**src/rtl/tone_wave_pkg.sv**
```systemverilog
// tone_wave_pkg: shared encodings, note table and increment helper for tone_wave_generator.
package tone_wave_pkg;
    typedef enum logic [1:0] {
        WAVE_SQUARE = 2'b00,
        WAVE_SAW    = 2'b01,
        WAVE_TRI    = 2'b10,
        WAVE_PULSE  = 2'b11
    } wave_sel_e;

    localparam int NOTE_COUNT = 60;
    localparam int A4_IDX     = 33;

    // C2..B6 equal-tempered frequencies in milli-Hz
    localparam int NOTE_MHZ [NOTE_COUNT] = '{
          65406,   69296,   73416,   77782,   82407,   87307,
          92499,   97999,  103826,  110000,  116541,  123471,
         130813,  138591,  146832,  155563,  164814,  174614,
         184997,  195998,  207652,  220000,  233082,  246942,
         261626,  277183,  293665,  311127,  329628,  349228,
         369994,  391995,  415305,  440000,  466164,  493883,
         523251,  554365,  587330,  622254,  659255,  698456,
         739989,  783991,  830609,  880000,  932328,  987767,
        1046502, 1108731, 1174659, 1244508, 1318510, 1396913,
        1479978, 1567982, 1661219, 1760000, 1864655, 1975533
    };

    function automatic longint note_inc(int mhz, int phase_w, int clk_hz);
        longint den;
        den = longint'(clk_hz) * 1000;
        return ((longint'(mhz) << phase_w) * 2 + den) / (den * 2);
    endfunction
endpackage

```
**src/rtl/tone_wave_if.sv**
```systemverilog
// tone_wave_if: control and sample bundle between a controller and tone_wave_generator.
interface tone_wave_if #(
    parameter int DATA_W  = 8,
    parameter int PHASE_W = 32
);
    logic               enable;
    logic               load;
    logic [5:0]         note;
    logic               use_direct;
    logic [PHASE_W-1:0] inc_direct;
    logic [1:0]         wave_sel;
    logic [DATA_W-1:0]  duty;
    logic [DATA_W-1:0]  wave_out;
    logic               cycle_start;
    logic               note_err;
    logic               active;

    modport master (
        output enable, load, note, use_direct, inc_direct, wave_sel, duty,
        input  wave_out, cycle_start, note_err, active
    );
    modport slave (
        input  enable, load, note, use_direct, inc_direct, wave_sel, duty,
        output wave_out, cycle_start, note_err, active
    );
endinterface

```
**src/rtl/tone_note_rom.sv**
```systemverilog
// tone_note_rom: note index to phase increment, out-of-range notes fall back to A4.
module tone_note_rom
    import tone_wave_pkg::*;
#(
    parameter int PHASE_W = 32,
    parameter int CLK_HZ  = 25_000_000
) (
    input  logic [5:0]         note,
    output logic [PHASE_W-1:0] inc,
    output logic               bad
);
    logic [PHASE_W-1:0] rom [NOTE_COUNT];

    for (genvar i = 0; i < NOTE_COUNT; i++) begin : g_rom
        assign rom[i] = PHASE_W'(note_inc(NOTE_MHZ[i], PHASE_W, CLK_HZ));
    end

    assign bad = note >= 6'(NOTE_COUNT);
    assign inc = rom[bad ? 6'(A4_IDX) : note];
endmodule

```
**src/rtl/tone_wave_generator.sv**
```systemverilog
// tone_wave_generator: phase-accumulator tone source with period-boundary settings update.
module tone_wave_generator
    import tone_wave_pkg::*;
#(
    parameter int DATA_W  = 8,
    parameter int PHASE_W = 32,
    parameter int CLK_HZ  = 25_000_000
) (
    input logic        clk,
    input logic        reset,
    tone_wave_if.slave bus
);
    typedef struct packed {
        logic [PHASE_W-1:0] inc;
        wave_sel_e          sel;
        logic [DATA_W-1:0]  duty;
    } settings_t;

    settings_t          act, pend, ld_set;
    logic               pend_valid, wrap_q, rom_bad, carry, wrap, apply;
    logic [PHASE_W-1:0] phase, phase_nxt, rom_inc;
    logic [DATA_W-1:0]  p, shape, dbl;

    tone_note_rom #(.PHASE_W(PHASE_W), .CLK_HZ(CLK_HZ)) u_rom (
        .note(bus.note),
        .inc (rom_inc),
        .bad (rom_bad)
    );

    assign ld_set = '{inc:  bus.use_direct ? bus.inc_direct : rom_inc,
                      sel:  wave_sel_e'(bus.wave_sel),
                      duty: bus.duty};
    assign {carry, phase_nxt} = {1'b0, phase} + {1'b0, act.inc};
    assign wrap  = bus.enable && carry;
    // A zero increment never wraps, so staged settings must be allowed through immediately.
    assign apply = wrap || act.inc == '0;
    assign p     = phase[PHASE_W-1 -: DATA_W];
    assign dbl   = {p[DATA_W-2:0], 1'b0};
    assign bus.active = act.inc != '0;

    always_comb
        shape = act.sel == WAVE_SQUARE ? (p[DATA_W-1] ? '0 : '1) :
                act.sel == WAVE_SAW    ? p :
                act.sel == WAVE_TRI    ? (p[DATA_W-1] ? ~dbl : dbl) :
                                         (p < act.duty ? '1 : '0);

    always_ff @(posedge clk or posedge reset)
        if (reset) begin
            phase           <= '0;
            act             <= '0;
            pend            <= '0;
            pend_valid      <= 1'b0;
            wrap_q          <= 1'b0;
            bus.wave_out    <= '0;
            bus.cycle_start <= 1'b0;
            bus.note_err    <= 1'b0;
        end else begin
            if (bus.enable) phase <= phase_nxt;
            wrap_q          <= wrap;
            bus.cycle_start <= bus.enable && wrap_q;
            bus.wave_out    <= bus.enable && bus.active ? shape : '0;
            if (bus.load) bus.note_err <= !bus.use_direct && rom_bad;
            if (bus.load && apply) begin
                act        <= ld_set;
                pend_valid <= 1'b0;
            end else if (bus.load) begin
                pend       <= ld_set;
                pend_valid <= 1'b1;
            end else if (apply && pend_valid) begin
                act        <= pend;
                pend_valid <= 1'b0;
            end
        end
endmodule

```
**src/flat_wrapper.sv**
```systemverilog
// flat-port wrapper written by rule: the top's interface ports become plain ports
module tone_wave_generator_flat import tone_wave_pkg::*;
#(
    parameter int DATA_W  = 8,
    parameter int PHASE_W = 32,
    parameter int CLK_HZ  = 25_000_000
)
  (clk, reset, bus_enable, bus_load, bus_note, bus_use_direct, bus_inc_direct, bus_wave_sel, bus_duty, bus_wave_out, bus_cycle_start, bus_note_err, bus_active);
  tone_wave_if #(.DATA_W(DATA_W), .PHASE_W(PHASE_W)) bus_i ();
  input logic clk;
  input logic reset;
  input wire logic [$bits(bus_i.enable)-1:0] bus_enable;
  input wire logic [$bits(bus_i.load)-1:0] bus_load;
  input wire logic [$bits(bus_i.note)-1:0] bus_note;
  input wire logic [$bits(bus_i.use_direct)-1:0] bus_use_direct;
  input wire logic [$bits(bus_i.inc_direct)-1:0] bus_inc_direct;
  input wire logic [$bits(bus_i.wave_sel)-1:0] bus_wave_sel;
  input wire logic [$bits(bus_i.duty)-1:0] bus_duty;
  output wire logic [$bits(bus_i.wave_out)-1:0] bus_wave_out;
  output wire logic [$bits(bus_i.cycle_start)-1:0] bus_cycle_start;
  output wire logic [$bits(bus_i.note_err)-1:0] bus_note_err;
  output wire logic [$bits(bus_i.active)-1:0] bus_active;
  assign bus_i.enable = bus_enable;
  assign bus_i.load = bus_load;
  assign bus_i.note = bus_note;
  assign bus_i.use_direct = bus_use_direct;
  assign bus_i.inc_direct = bus_inc_direct;
  assign bus_i.wave_sel = bus_wave_sel;
  assign bus_i.duty = bus_duty;
  assign bus_wave_out = bus_i.wave_out;
  assign bus_cycle_start = bus_i.cycle_start;
  assign bus_note_err = bus_i.note_err;
  assign bus_active = bus_i.active;
  tone_wave_generator #(.DATA_W(DATA_W), .PHASE_W(PHASE_W), .CLK_HZ(CLK_HZ)) u_core (.clk(clk), .reset(reset), .bus(bus_i));
endmodule
```
**config.mk**
```make
export PLATFORM = sky130hd
export DESIGN_NAME = tone_wave_generator_flat
export DESIGN_NICKNAME = d
export VERILOG_FILES = /design/src/rtl/tone_wave_pkg.sv /design/src/rtl/tone_wave_if.sv /design/src/rtl/tone_note_rom.sv /design/src/rtl/tone_wave_generator.sv /design/src/flat_wrapper.sv
export SDC_FILE = /design/constraint.sdc
export NUM_CORES = 1
export LEC_CHECK = 0
export CAP_MARGIN = 20
export CORE_MARGIN = 1.5
export CORE_UTILIZATION = 49
export DETAILED_ROUTE_END_ITERATION = 6
export HOLD_SLACK_MARGIN = 0.1
export PLACE_DENSITY = 0.82
export SETUP_SLACK_MARGIN = 0.4
export SLEW_MARGIN = 15
export SYNTH_ARGS = -nofsm -noshare
export SYNTH_HDL_FRONTEND = slang
export SYNTH_HIERARCHICAL = 1
export SYNTH_SLANG_ARGS = --single-unit
```
**constraint.sdc**
```tcl
create_clock -name clk -period 3.93 [get_ports clk]
set_input_delay 0.5895 -clock clk [delete_from_list [all_inputs] [get_ports clk]]
set_output_delay 0.5895 -clock clk [all_outputs]
set_load 0.02 [all_outputs]
```
## After elaboration in Yosys (flattened, before gate mapping)

Memory sizes are Yosys's and may differ from the RTL's.
Cells that the tools add are included.

- Flip-flop bits (word level): 128
- Bits in read-only memories: 2048
- Input bits: 53
- Output and inout port bits: 11
- Logic and storage cells: 55
- Memories kept: 1

Memory list:

| memory | words | width | read ports | clocked after Yosys merged registers in | write ports | RTL line | text |
|---|---|---|---|---|---|---|---|
| (name not given) | 64 | 32 | 1 | 0 | 0 | tone_note_rom.sv:19 | `assign inc = rom[bad ? 6'(A4_IDX) : note];` |

- $add $sub $neg: 1
- Order comparisons: 3
- Equal/unequal tests: 3
- Muxes and demuxes: 17
- Bitwise gates (word level): 3
- Reduce and logical (&&, ||, !) cells: 15

Operators with widths:

| kind | count |
|---|---|
| 42-bit two-way mux | 3 |
| 32-bit two-way mux | 3 |
| 8-bit two-way mux | 7 |
| 32-bit by 32-bit adder with 33-bit output | 1 |
| 32-bit zero test | 1 |
| 32-bit nonzero test | 1 |
| 8-bit less-than comparator | 1 |
| 8-bit NOT | 1 |
| 7-bit >= comparator (second input constant) | 1 |
| 6-bit NOT with 7-bit output | 1 |
| 6-bit >= comparator (second input constant) | 1 |
| 1-bit logical AND | 6 |
| 6-bit two-way mux | 1 |
| 2-bit AND reduction | 2 |
| 1-bit two-way mux | 3 |
| 3-bit nonzero test | 1 |
| 2-bit by 1-bit equality test with 1-bit output (second input constant) | 1 |
| 2-bit equality test (second input constant) | 1 |
| 2-bit zero test | 1 |
| 2-bit by 1-bit != test with 1-bit output (second input constant) | 1 |
| 2-bit nonzero test | 1 |
| 1-bit zero test | 1 |
| 1-bit logical OR | 1 |
| 1-bit NOT | 1 |

## Depth between registers and ports, before layout

- Word-level depth: 8
- Gate-level depth with buffers: 15
- Depth with buffers taken out: 12

## By module

Netlist, hierarchy kept.

Modules (own cells, without submodules):

| module | instances | cells each | area each (sq um) | sequential area each (sq um) |
|---|---|---|---|---|
| tone_wave_generator | 1 | 777 | 7795.0 | 3203.1 |
| tone_note_rom | 1 | 321 | 1984.4 | 0.0 |

## Worst setup path before layout

Ideal clock, no wire load.

- Kind: input port to flip-flop
- Start: in bus_note[2]
- End: reg u_core/act[10] (netlist name)
- Setup time: 0.125 ns
- Arrival: 3.205 ns
- Required time: 3.805 ns
- Slack: 0.600 ns
- Stages on the path: 12
- Buffers on the path: 2
- Path through: buf_2 > buf_2 > nand2_1 > o21ai_0 > inv_1 > ha_1 > mux4_2 > o21a_1 > a221o_1 > mux2i_1 > a21oi_1 > mux2_4

- Word-level cells in the longest chain between the ends: 8

Ends and longest elaborated chain:

| item | RTL line | text |
|---|---|---|
| start, declared | flat_wrapper.sv:14 | `input wire logic [$bits(bus_i.note)-1:0] bus_note;` |
| 6-bit >= comparator | tone_note_rom.sv:18 | `assign bad = note >= 6'(NOTE_COUNT);` |
| 6-bit two-way mux (*) | tone_note_rom.sv:19 |  |
| 6-bit NOT with 7-bit output (*) | tone_note_rom.sv:19 |  |
| memory read 64 x 32 bit (*) | n/a |  |
| 32-bit two-way mux (*) (2 in series) | tone_note_rom.sv:19 |  |
| named net u_core.rom_inc[0] | tone_wave_generator.sv:21 | `logic [PHASE_W-1:0] phase, phase_nxt, rom_inc;` |
| 32-bit two-way mux (*) | tone_wave_generator.sv:30 | `assign ld_set = '{inc: bus.use_direct ? bus.inc_direct : rom_inc,` |
| 42-bit two-way mux (*) | tone_wave_generator.sv:63 | `if (bus.load && apply) begin` |
| end signal, assigned | tone_wave_generator.sv:64 | `act <= ld_set;` |
| end signal, assigned | tone_wave_generator.sv:70 | `act <= pend;` |
| end, declared | tone_wave_generator.sv:19 | `settings_t act, pend, ld_set;` |

Mark *: on every way through the listed nets, which the timed path passes. The rest lies on a longest branch. The select of a mux whose other input is x is not followed.
A chain may end at the register's enable or synchronous reset.

## Worst setup path in the final report

- Start: reg u_core/act[10] (netlist name)
- End: reg u_core/act[36] (netlist name)

- Word-level cells in the longest chain between the ends: 6
- Elaborated cells on any way between the ends: 10
- Those cells by class: add/sub (1); eq/ne (1); mux (1); reduce/logical (7)

Ends and longest elaborated chain:

| item | RTL line | text |
|---|---|---|
| 32-bit by 32-bit adder with 33-bit output | tone_wave_generator.sv:33 | `assign {carry, phase_nxt} = {1'b0, phase} + {1'b0, act.inc};` |
| 1-bit logical AND | tone_wave_generator.sv:34 | `assign wrap = bus.enable && carry;` |
| 1-bit logical OR (*) | tone_wave_generator.sv:36 | `assign apply = wrap \|\| act.inc == '0;` |
| 1-bit logical AND (on tied branches) | tone_wave_generator.sv:63, tone_wave_generator.sv:69 |  |
| 2-bit by 1-bit != test with 1-bit output (no source line) / 2-bit nonzero test (equally long branches) | n/a |  |
| 2-bit AND reduction (no source line) | n/a |  |

Every way passes the cells marked *; elsewhere a longest branch is shown, timed or not.

==> flow_results.xml <==
<?xml version="1.0" encoding="UTF-8"?>
<metrics>
  <group name="run_status">
    <metric name="run_status" unit="">completed</metric>
  </group>
  <group name="hold_path">
    <metric name="hold_path_start" unit="">u_core/wrap_q$_DFF_PP0_</metric>
    <metric name="hold_class" unit="">reg2reg</metric>
  </group>
  <group name="yosys">
    <metric name="synthTopCellsByCount" unit="">dfrtp_1 (128), nand2_1 (97), a21oi_1 (95)</metric>
    <metric name="main_area_contributors_after_synthesis" unit="">dfrtp_1 (33%), ha_1 (6.0%), a21oi_1 (4.9%)</metric>
    <metric name="synthArstFlopShare" unit="%">100</metric>
    <metric name="post_synth_inst_count" unit="">1098</metric>
    <metric name="synth_seq_area_share" unit="%">32.8</metric>
    <metric name="post-synth-top-area-fraction" unit="%">32.8</metric>
    <metric name="yosys_register_bits" unit="">128</metric>
    <metric name="synth_edf_count" unit="">0</metric>
    <metric name="syn_avg_cell_area" unit="sq um">8.91</metric>
    <metric name="yosys_warnings" unit="">6</metric>
    <metric name="netlist-cell-type-count" unit="">77</metric>
    <metric name="netlist_area" unit="sq mm">0.00978</metric>
    <metric name="dominantRegCellSynth" unit="">dfrtp_1</metric>
    <metric name="most_common_cell_in_the_netlist" unit="">dfrtp_1</metric>
    <metric name="post-synth-top-area-cell" unit="">dfrtp_1</metric>
  </group>
  <group name="worst_setup_path">
    <metric name="crit_path_max_incr_delay" unit="ns">0.43</metric>
    <metric name="critical_path.startpoint_type" unit="">flop</metric>
    <metric name="slowest_stage" unit="">fa_1</metric>
    <metric name="reg2reg_from" unit="">u_core/act[10]$_DFFE_PP0P_</metric>
    <metric name="cp_top_family" unit="">compound AO/OA/AOI/OAI gates</metric>
    <metric name="critPathLaunch" unit="">u_core/act[10]$_DFFE_PP0P_</metric>
    <metric name="worstSetupPathType" unit="">reg2reg</metric>
    <metric name="critPathRequiredTime" unit="ns">4.22</metric>
    <metric name="critPathMaxFanout" unit="">10</metric>
    <metric name="path_buf_inv" unit="">1</metric>
    <metric name="worst-endpoint-arrival" unit="ns">3.71</metric>
    <metric name="worst_setup_path_end_kind" unit="">flop</metric>
    <metric name="crit_chain" unit="">ha_1 &gt; fa_1 &gt; a211o_1 &gt; and2_4 &gt; o41ai_4 &gt; o31ai_4 &gt; a31oi_4 &gt; o21a_1 &gt; o21bai_4 &gt; buf_4 &gt; mux2_2</metric>
  </group>
  <group name="grt">
    <metric name="grt_first_pass_wirelength" unit="um">41700</metric>
    <metric name="grt_overflow" unit="">0</metric>
    <metric name="grt_start_max_net_pins" unit="">129</metric>
    <metric name="globalRouteTotalUtil" unit="%">25.4</metric>
    <metric name="grt_pass1_vias" unit="">8120</metric>
    <metric name="antenna_found_initial" unit="">0</metric>
  </group>
  <group name="sta">
    <metric name="tightestPinTransition" unit="ns">1.06</metric>
    <metric name="clock_skew" unit="ns">0.00923</metric>
    <metric name="final.period_utilization" unit="%">87.0</metric>
    <metric name="report.final.hold_viol_count" unit="">0</metric>
    <metric name="timing.slew.headroom" unit="%">29.5</metric>
    <metric name="finalSetupViolations" unit="">0</metric>
    <metric name="drv_slew" unit="">0</metric>
    <metric name="final_period_minus_worst_setup_slack" unit="ns">3.42</metric>
    <metric name="timing.setup.tns" unit="ns">0</metric>
    <metric name="grt_setup_unrepaired" unit="">yes</metric>
    <metric name="fmaxAchievable" unit="MHz">292</metric>
  </group>
  <group name="place">
    <metric name="detailedPlacementHpwl" unit="um">17500</metric>
    <metric name="dpl-instance-area" unit="sq mm">0.0105</metric>
    <metric name="gp_routability_congestion" unit="">1.01</metric>
    <metric name="numPortBuffers" unit="">63</metric>
  </group>
  <group name="detailed_routing">
    <metric name="drt_iter0_drc" unit="">967</metric>
    <metric name="wire_per_inst" unit="um">18.1</metric>
    <metric name="postRouteAntennaNets" unit="">0</metric>
    <metric name="wl" unit="um">25600</metric>
    <metric name="firstDrtPassIters" unit="">5</metric>
    <metric name="dr_drc_count" unit="">0</metric>
    <metric name="detailed_route_via_count" unit="">8551</metric>
    <metric name="detail_route.vias_per_cell" unit="">6.06</metric>
  </group>
  <group name="power_and_ir_drop">
    <metric name="power_density" unit="mW/mm^2">860</metric>
    <metric name="max_ir_drop_vdd" unit="mV">0.450</metric>
    <metric name="leakagePower" unit="uW">0.00487</metric>
  </group>
  <group name="floorplan">
    <metric name="dieWidth" unit="um">144</metric>
    <metric name="start_util" unit="%">50.1</metric>
    <metric name="pin_count" unit="">64</metric>
    <metric name="dieArea" unit="sq mm">0.0208</metric>
    <metric name="placementRows" unit="">51</metric>
    <metric name="coreArea" unit="sq mm">0.0195</metric>
    <metric name="die_height" unit="um">144</metric>
  </group>
  <group name="clocking">
    <metric name="clkSlewWorstSetupHoldPaths" unit="ns">0.06</metric>
    <metric name="post_cts_hold_buffer_count" unit="">0</metric>
    <metric name="clkLatencyLatePin" unit="ns">0.42</metric>
    <metric name="deepest_level_of_the_cts_h_tree" unit="">4</metric>
    <metric name="clock_tree_from_tritoncts" unit="">yes</metric>
    <metric name="tritoncts.num_buffers" unit="">17</metric>
    <metric name="clkSinkCount" unit="">128</metric>
    <metric name="cts-root-buf" unit="">clkbuf_16</metric>
    <metric name="clk_path_buf_depth" unit="">2</metric>
  </group>
  <group name="cells_and_area">
    <metric name="final_design_area_no_fill" unit="sq mm">0.0112</metric>
    <metric name="synthesis_to_layout_area_growth" unit="%">14.6</metric>
    <metric name="drive_above_1_share" unit="%">14.1</metric>
    <metric name="insertedDiodeCount" unit="">0</metric>
    <metric name="finalNetCount" unit="">1234</metric>
  </group>
  <group name="job">
    <metric name="cap_viol_max_count" unit="">0</metric>
  </group>
</metrics>
==> sequential cells by signal, summed over array words and instances (netlist names) <==
register,cells
u_core/pend,42
u_core/wrap_q,1
u_core/pend_valid,1
u_core/bus.cycle_start,1
u_core/phase,32
u_core/bus.wave_out,8
u_core/act,42
u_core/bus.note_err,1
==> per-stage QoR <==
step / utilization [%] / instances / total power, uW / hold WS (ns) / setup slack [ns]
3_3_place_gp: 53.8 / 1370 / 7640 / 0.445 / 0.359
5_1_grt: 57.4 / 1411 / 10400 / 0.471 / 0.376
3_5_place_dp: 53.8 / 1370 / 7820 / 0.446 / 0.321
6_report: 57.4 / 1411 / 9640 / 0.459 / 0.511
2_1_floorplan: - / 1110 / 6700 / 0.434 / 0.600
4_1_cts: 56.9 / 1402 / 9500 / 0.463 / 0.394
==> layer usage <==
| layer | GRT usage, % | part of all wire, % | up-vias |
|---|---|---|---|
| li1 | - | - | 4055 |
| met1 | 33.7 | 43 | 4096 |
| met2 | 42.6 | 48 | 358 |
| met3 | 3.97 | 6.7 | 42 |
| met4 | 7.92 | 2.0 | 0 |
| met5 | 0 | 0 | - |
==> cell families after synthesis <==
group,count (synthesis),share of synthesized area [%]
other,1,0.0383
buffers and inverters,126,6.31
DFF,128,32.8
adders and majority gates,48,6.22
AOI/OAI and AO/OA,342,23.4
muxes,104,12.8
and+or+nand+nor,315,15.5
xor gates and xnor gates,34,3.05
==> layout by cell type, fill, tap and decap left out, types with 12 or more instances in the layout <==
master,synthesis,layout
nand2b_1,17,17
a21oi_1,95,95
mux2_2,37,37
inv_1,28,27
o21ai_0,84,84
nor3_1,15,15
nand3_1,18,18
xnor2_1,19,19
mux2_4,27,27
xor2_1,15,15
mux2i_1,38,38
ha_1,47,47
dfrtp_1,128,128
nand3b_1,12,12
clkdlybuf4s50_1,0,59
buf_4,15,31
nand4_1,13,13
o211ai_1,12,12
nor2b_1,18,18
clkbuf_16,0,17
nor2_1,83,83
conb_1,1,13
nand2_1,97,97
a21o_1,16,16
==> report_power, final <==
group / total [uW] / switching (uW) / internal, uW / leakage, uW
clock network: 1600 / 642 / 955 / 0.000294
registers: 2590 / 591 / 2000 / 0.00153
logic: 5450 / 2810 / 2640 / 0.00304
==> repair_timing <==
action                                  CTS  global route
pin swaps                                 0             1
cloned                                    0             0
gates resized for setup                   1             3
endpoints found under the setup margin    2            59
setup buffers                             0             9
==> worst paths after layout <==
path / endpoint / slack (ns) / cells after the start
min in group asynchronous: u_core/pend[39]$_DFFE_PP0P_ / 0.71 / 3
worst min-delay path: u_core/bus.cycle_start$_DFF_PP0_ / 0.46 / 1
worst max-delay path: u_core/act[36]$_DFFE_PP0P_ / 0.51 / 11
worst max register to register: u_core/act[36]$_DFFE_PP0P_ / 0.51 / 11
worst min register to register: u_core/bus.cycle_start$_DFF_PP0_ / 0.46 / 1
max in group asynchronous: u_core/pend[20]$_DFFE_PP0P_ / 2.70 / 3
==> final cells by class <==
type	count	area, sq um
fillers	1677	8320
well taps	265	332
repair buffers	99	926
inverters	31	123
flip-flops and latches	128	3200
clock inverters	15	176
clock buffers	17	425
multi-input cells	856	6020
Power figures use the tool's default switching activity.
==> RTL change: new RTL, same flow settings <==
`PHASE_W` is set to 32 in 4 places; all go to 28.
--- a/src/rtl/tone_wave_if.sv
+++ b/src/rtl/tone_wave_if.sv
@@ -1,7 +1,7 @@
 // tone_wave_if: control and sample bundle between a controller and tone_wave_generator.
 interface tone_wave_if #(
     parameter int DATA_W  = 8,
-    parameter int PHASE_W = 32
+    parameter int PHASE_W = 28
 );
     logic               enable;
     logic               load;
--- a/src/rtl/tone_note_rom.sv
+++ b/src/rtl/tone_note_rom.sv
@@ -2,7 +2,7 @@
 module tone_note_rom
     import tone_wave_pkg::*;
 #(
-    parameter int PHASE_W = 32,
+    parameter int PHASE_W = 28,
     parameter int CLK_HZ  = 25_000_000
 ) (
     input  logic [5:0]         note,
--- a/src/rtl/tone_wave_generator.sv
+++ b/src/rtl/tone_wave_generator.sv
@@ -3,7 +3,7 @@
     import tone_wave_pkg::*;
 #(
     parameter int DATA_W  = 8,
-    parameter int PHASE_W = 32,
+    parameter int PHASE_W = 28,
     parameter int CLK_HZ  = 25_000_000
 ) (
     input logic        clk,
--- a/src/flat_wrapper.sv
+++ b/src/flat_wrapper.sv
@@ -2,7 +2,7 @@
 module tone_wave_generator_flat import tone_wave_pkg::*;
 #(
     parameter int DATA_W  = 8,
-    parameter int PHASE_W = 32,
+    parameter int PHASE_W = 28,
     parameter int CLK_HZ  = 25_000_000
 )
   (clk, reset, bus_enable, bus_load, bus_note, bus_use_direct, bus_inc_direct, bus_wave_sel, bus_duty, bus_wave_out, bus_cycle_start, bus_note_err, bus_active);
Ports: changed (resized bus_inc_direct); port bits go from 64 to 60. The function was not compared with the original's and may differ.
==> RTL change against the unedited design <==
Routed wire length fell by 9.6%; synthesized area fell by 8.1%; clock skew fell by 0.0018 ns; global-route usage fell by 1.1 points; setup slack got worse by 0.039 ns; synthesized cell count fell by 8.5%; cell area fell by 10%; power fell by 6.8%; sequential cell count fell by 12; critical path depth fell by 2; clock power fell by 9%.
==> RTL change: results (changes against the unedited design) <==
Setup path
  • Flop2flop setup slack: 0.47 ns (was 0.51 ns)
  • RR Startpoint: u_core/act[11]$_DFFE_PP0P_ (was u_core/act[10]$_DFFE_PP0P_)
  • CP arrival: 3.72 ns (was 3.71 ns)
  • R2R cell count: 9 (was 11)
  • Max FO, Critical Path: 15 (was 10)
  • Reg-to-Reg End: u_core/act[27]$_DFFE_PP0P_ (was u_core/act[36]$_DFFE_PP0P_)

Synthesis
  • Unique masters post-synth: 82 (was 77)
  • Top cells by area, synth: dfrtp_1 (32%), a21oi_1 (6.3%), ha_1 (5.8%) (was dfrtp_1 (33%), ha_1 (6.0%), a21oi_1 (4.9%))
  • Top cell types by occurrence after synthesis: dfrtp_1 (116), a21oi_1 (114), nand2_1 (59) (was dfrtp_1 (128), nand2_1 (97), a21oi_1 (95))
  • Top FF cell, synth: dfrtp_1 (unchanged)
  • Seq/Total Area, Yosys: 0.323 (was 0.328)

Pwr
  • Worst VDD drop: 0.500 mV (was 0.450 mV)
  • Static leakage: 4.18 nW (was 4.87 nW)

Cells and area
  • Nets: 1101 (was 1234)
  • Share of cells above drive strength 1: 0.110 (was 0.141)
  • # fillers: 1566 (was 1677)
  • Top flop regs: u_core/act (38), u_core/pend (38), u_core/phase (28) (was u_core/act (42), u_core/pend (42), u_core/phase (32))

Route
  • WL met1: 10500 µm (was 11000 µm)
  • Number of DRC markers in iteration 0: 946 (was 967)
  • Drt pass-1 iters: 4 (was 5)
  • Met2 Wirelength: 11000 µm (was 12300 µm)
  • Vias: 7774 (was 8551)
  • Routed length per instance: 18.5 µm (was 18.1 µm)
  • Met3 Wirelength: 1260 µm (was 1720 µm)

Clocking
  • Clock transition at path regs: 0.06 ns (about the same)
  • H-tree Lvls: 4 (unchanged)

Placed design
  • Dpl ws: 0.380 ns (was 0.321 ns)
  • Buffers on Ports: 59 (was 63)
  • GP Congestion: 0.943 (was 1.01)
  • Hpwl dp: 15400 µm (was 17500 µm)

GRT
  • First-pass GRT wire length: 38000 µm (was 41700 µm)
  • Total GRT Usage: 0.243 (was 0.254)
  • Vias in the first global route: 7492 (was 8120)
  • Initial antenna violation count: 0 (unchanged)

STA
  • Slew HR: 0.390 (was 0.295)
  • Setup Skew: 0.00743 ns (was 0.00923 ns)

Status
  • Status: finished, final reports clean (unchanged)

Worst hold path
  • Hold_sp: u_core/wrap_q$_DFF_PP0_ (unchanged)
-- RTL change: cell types whose count changed after synthesis, sizes merged, moves of 7 or more --
cell / delta
a21oi: +19
a221oi: +26
buf: +10
dfrtp: -12
mux2: -31
nand2: -38
nand2b: +28
nand3: +7
nand3b: -11
nor2: -43
nor2b: +21
o21ai: -40
o22ai: +26
-- RTL change: critical path: stages, from the launching register on --
cell and delay [ns]:
dfrtp_1 0.46, nor4_1 0.49, and4_1 0.30, nand4_1 0.28
nand2_1 0.15, a2bb2oi_1 0.27, o21ai_4 0.13, nor2_2 0.67
buf_4 0.39, a221oi_1 0.14
-- RTL change: layout make-up --
type                            instances  area, µm²  share of cell area
Multi-Input combinational cell        773       5460               0.545
Sequential cell                       116       2900               0.290
Timing Repair Buffer                   73        711              0.0709
Clock buffer                           23        478              0.0477
Tap cell                              229        287              0.0286
Inverter                               28        109              0.0109
Clock inverter                          8       77.6             0.00774
-- RTL change: power breakdown --
part	internal, W	total (W)	switching, W
combinational	0.00235	0.00511	0.00276
clock	0.000913	0.00145	0.000539
sequential	0.00182	0.00242	0.000602
-- RTL change: layer usage --
metal / GRT usage / up-vias
met5: 0 / -
met4: 0.0809 / 0
met3: 0.0499 / 30
met2: 0.391 / 241
met1: 0.328 / 3763
li1: - / 3740
-- RTL change: worst max-delay path by stage --
stage / end / slack [ns] / cells after the start
after floorplan: u_core/act[11]$_DFFE_PP0P_ / 0.89 / 15
after global placement: u_core/act[11]$_DFFE_PP0P_ / 0.54 / 13
after detailed placement: u_core/act[18]$_DFFE_PP0P_ / 0.38 / 13
after CTS: u_core/act[27]$_DFFE_PP0P_ / 0.53 / 9
after global routing: u_core/act[27]$_DFFE_PP0P_ / 0.35 / 11
final: u_core/act[27]$_DFFE_PP0P_ / 0.47 / 9
-- RTL change: timing repair --
action	CTS	global route
endpoints found under the hold margin	0	0
setup endpoints to repair	0	11
gates resized for setup	0	1
-- RTL change: metrics by stage --
stage / power (W) / cell area, µm² / std cells / hold WS (ns) / util
2_1_floorplan: 0.00638 / 9030 / 1017 / 0.434 / -
3_3_place_gp: 0.00721 / 9470 / 1219 / 0.455 / 0.527
3_5_place_dp: 0.00742 / 9470 / 1219 / 0.457 / 0.527
4_1_cts: 0.00894 / 10000 / 1250 / 0.470 / 0.558
6_report: 0.00898 / 10000 / 1250 / 0.459 / 0.558
5_1_grt: 0.00967 / 10000 / 1250 / 0.484 / 0.558
-- RTL change: logic make-up (layout without fill, tap and decap cells) --
family                     Yosys count  in the layout  share of synthesized area
buffers and inverters              128            132                     0.0741
muxes                               67             67                     0.0792
DFF                                116            116                      0.323
other                                1             13                   0.000417
AOI/OAI and AO/OA                  354            354                      0.276
and+or+nand+nor                    266            266                      0.157
adders and majority gates           43             43                     0.0607
xor gates and xnor gates            30             30                     0.0292
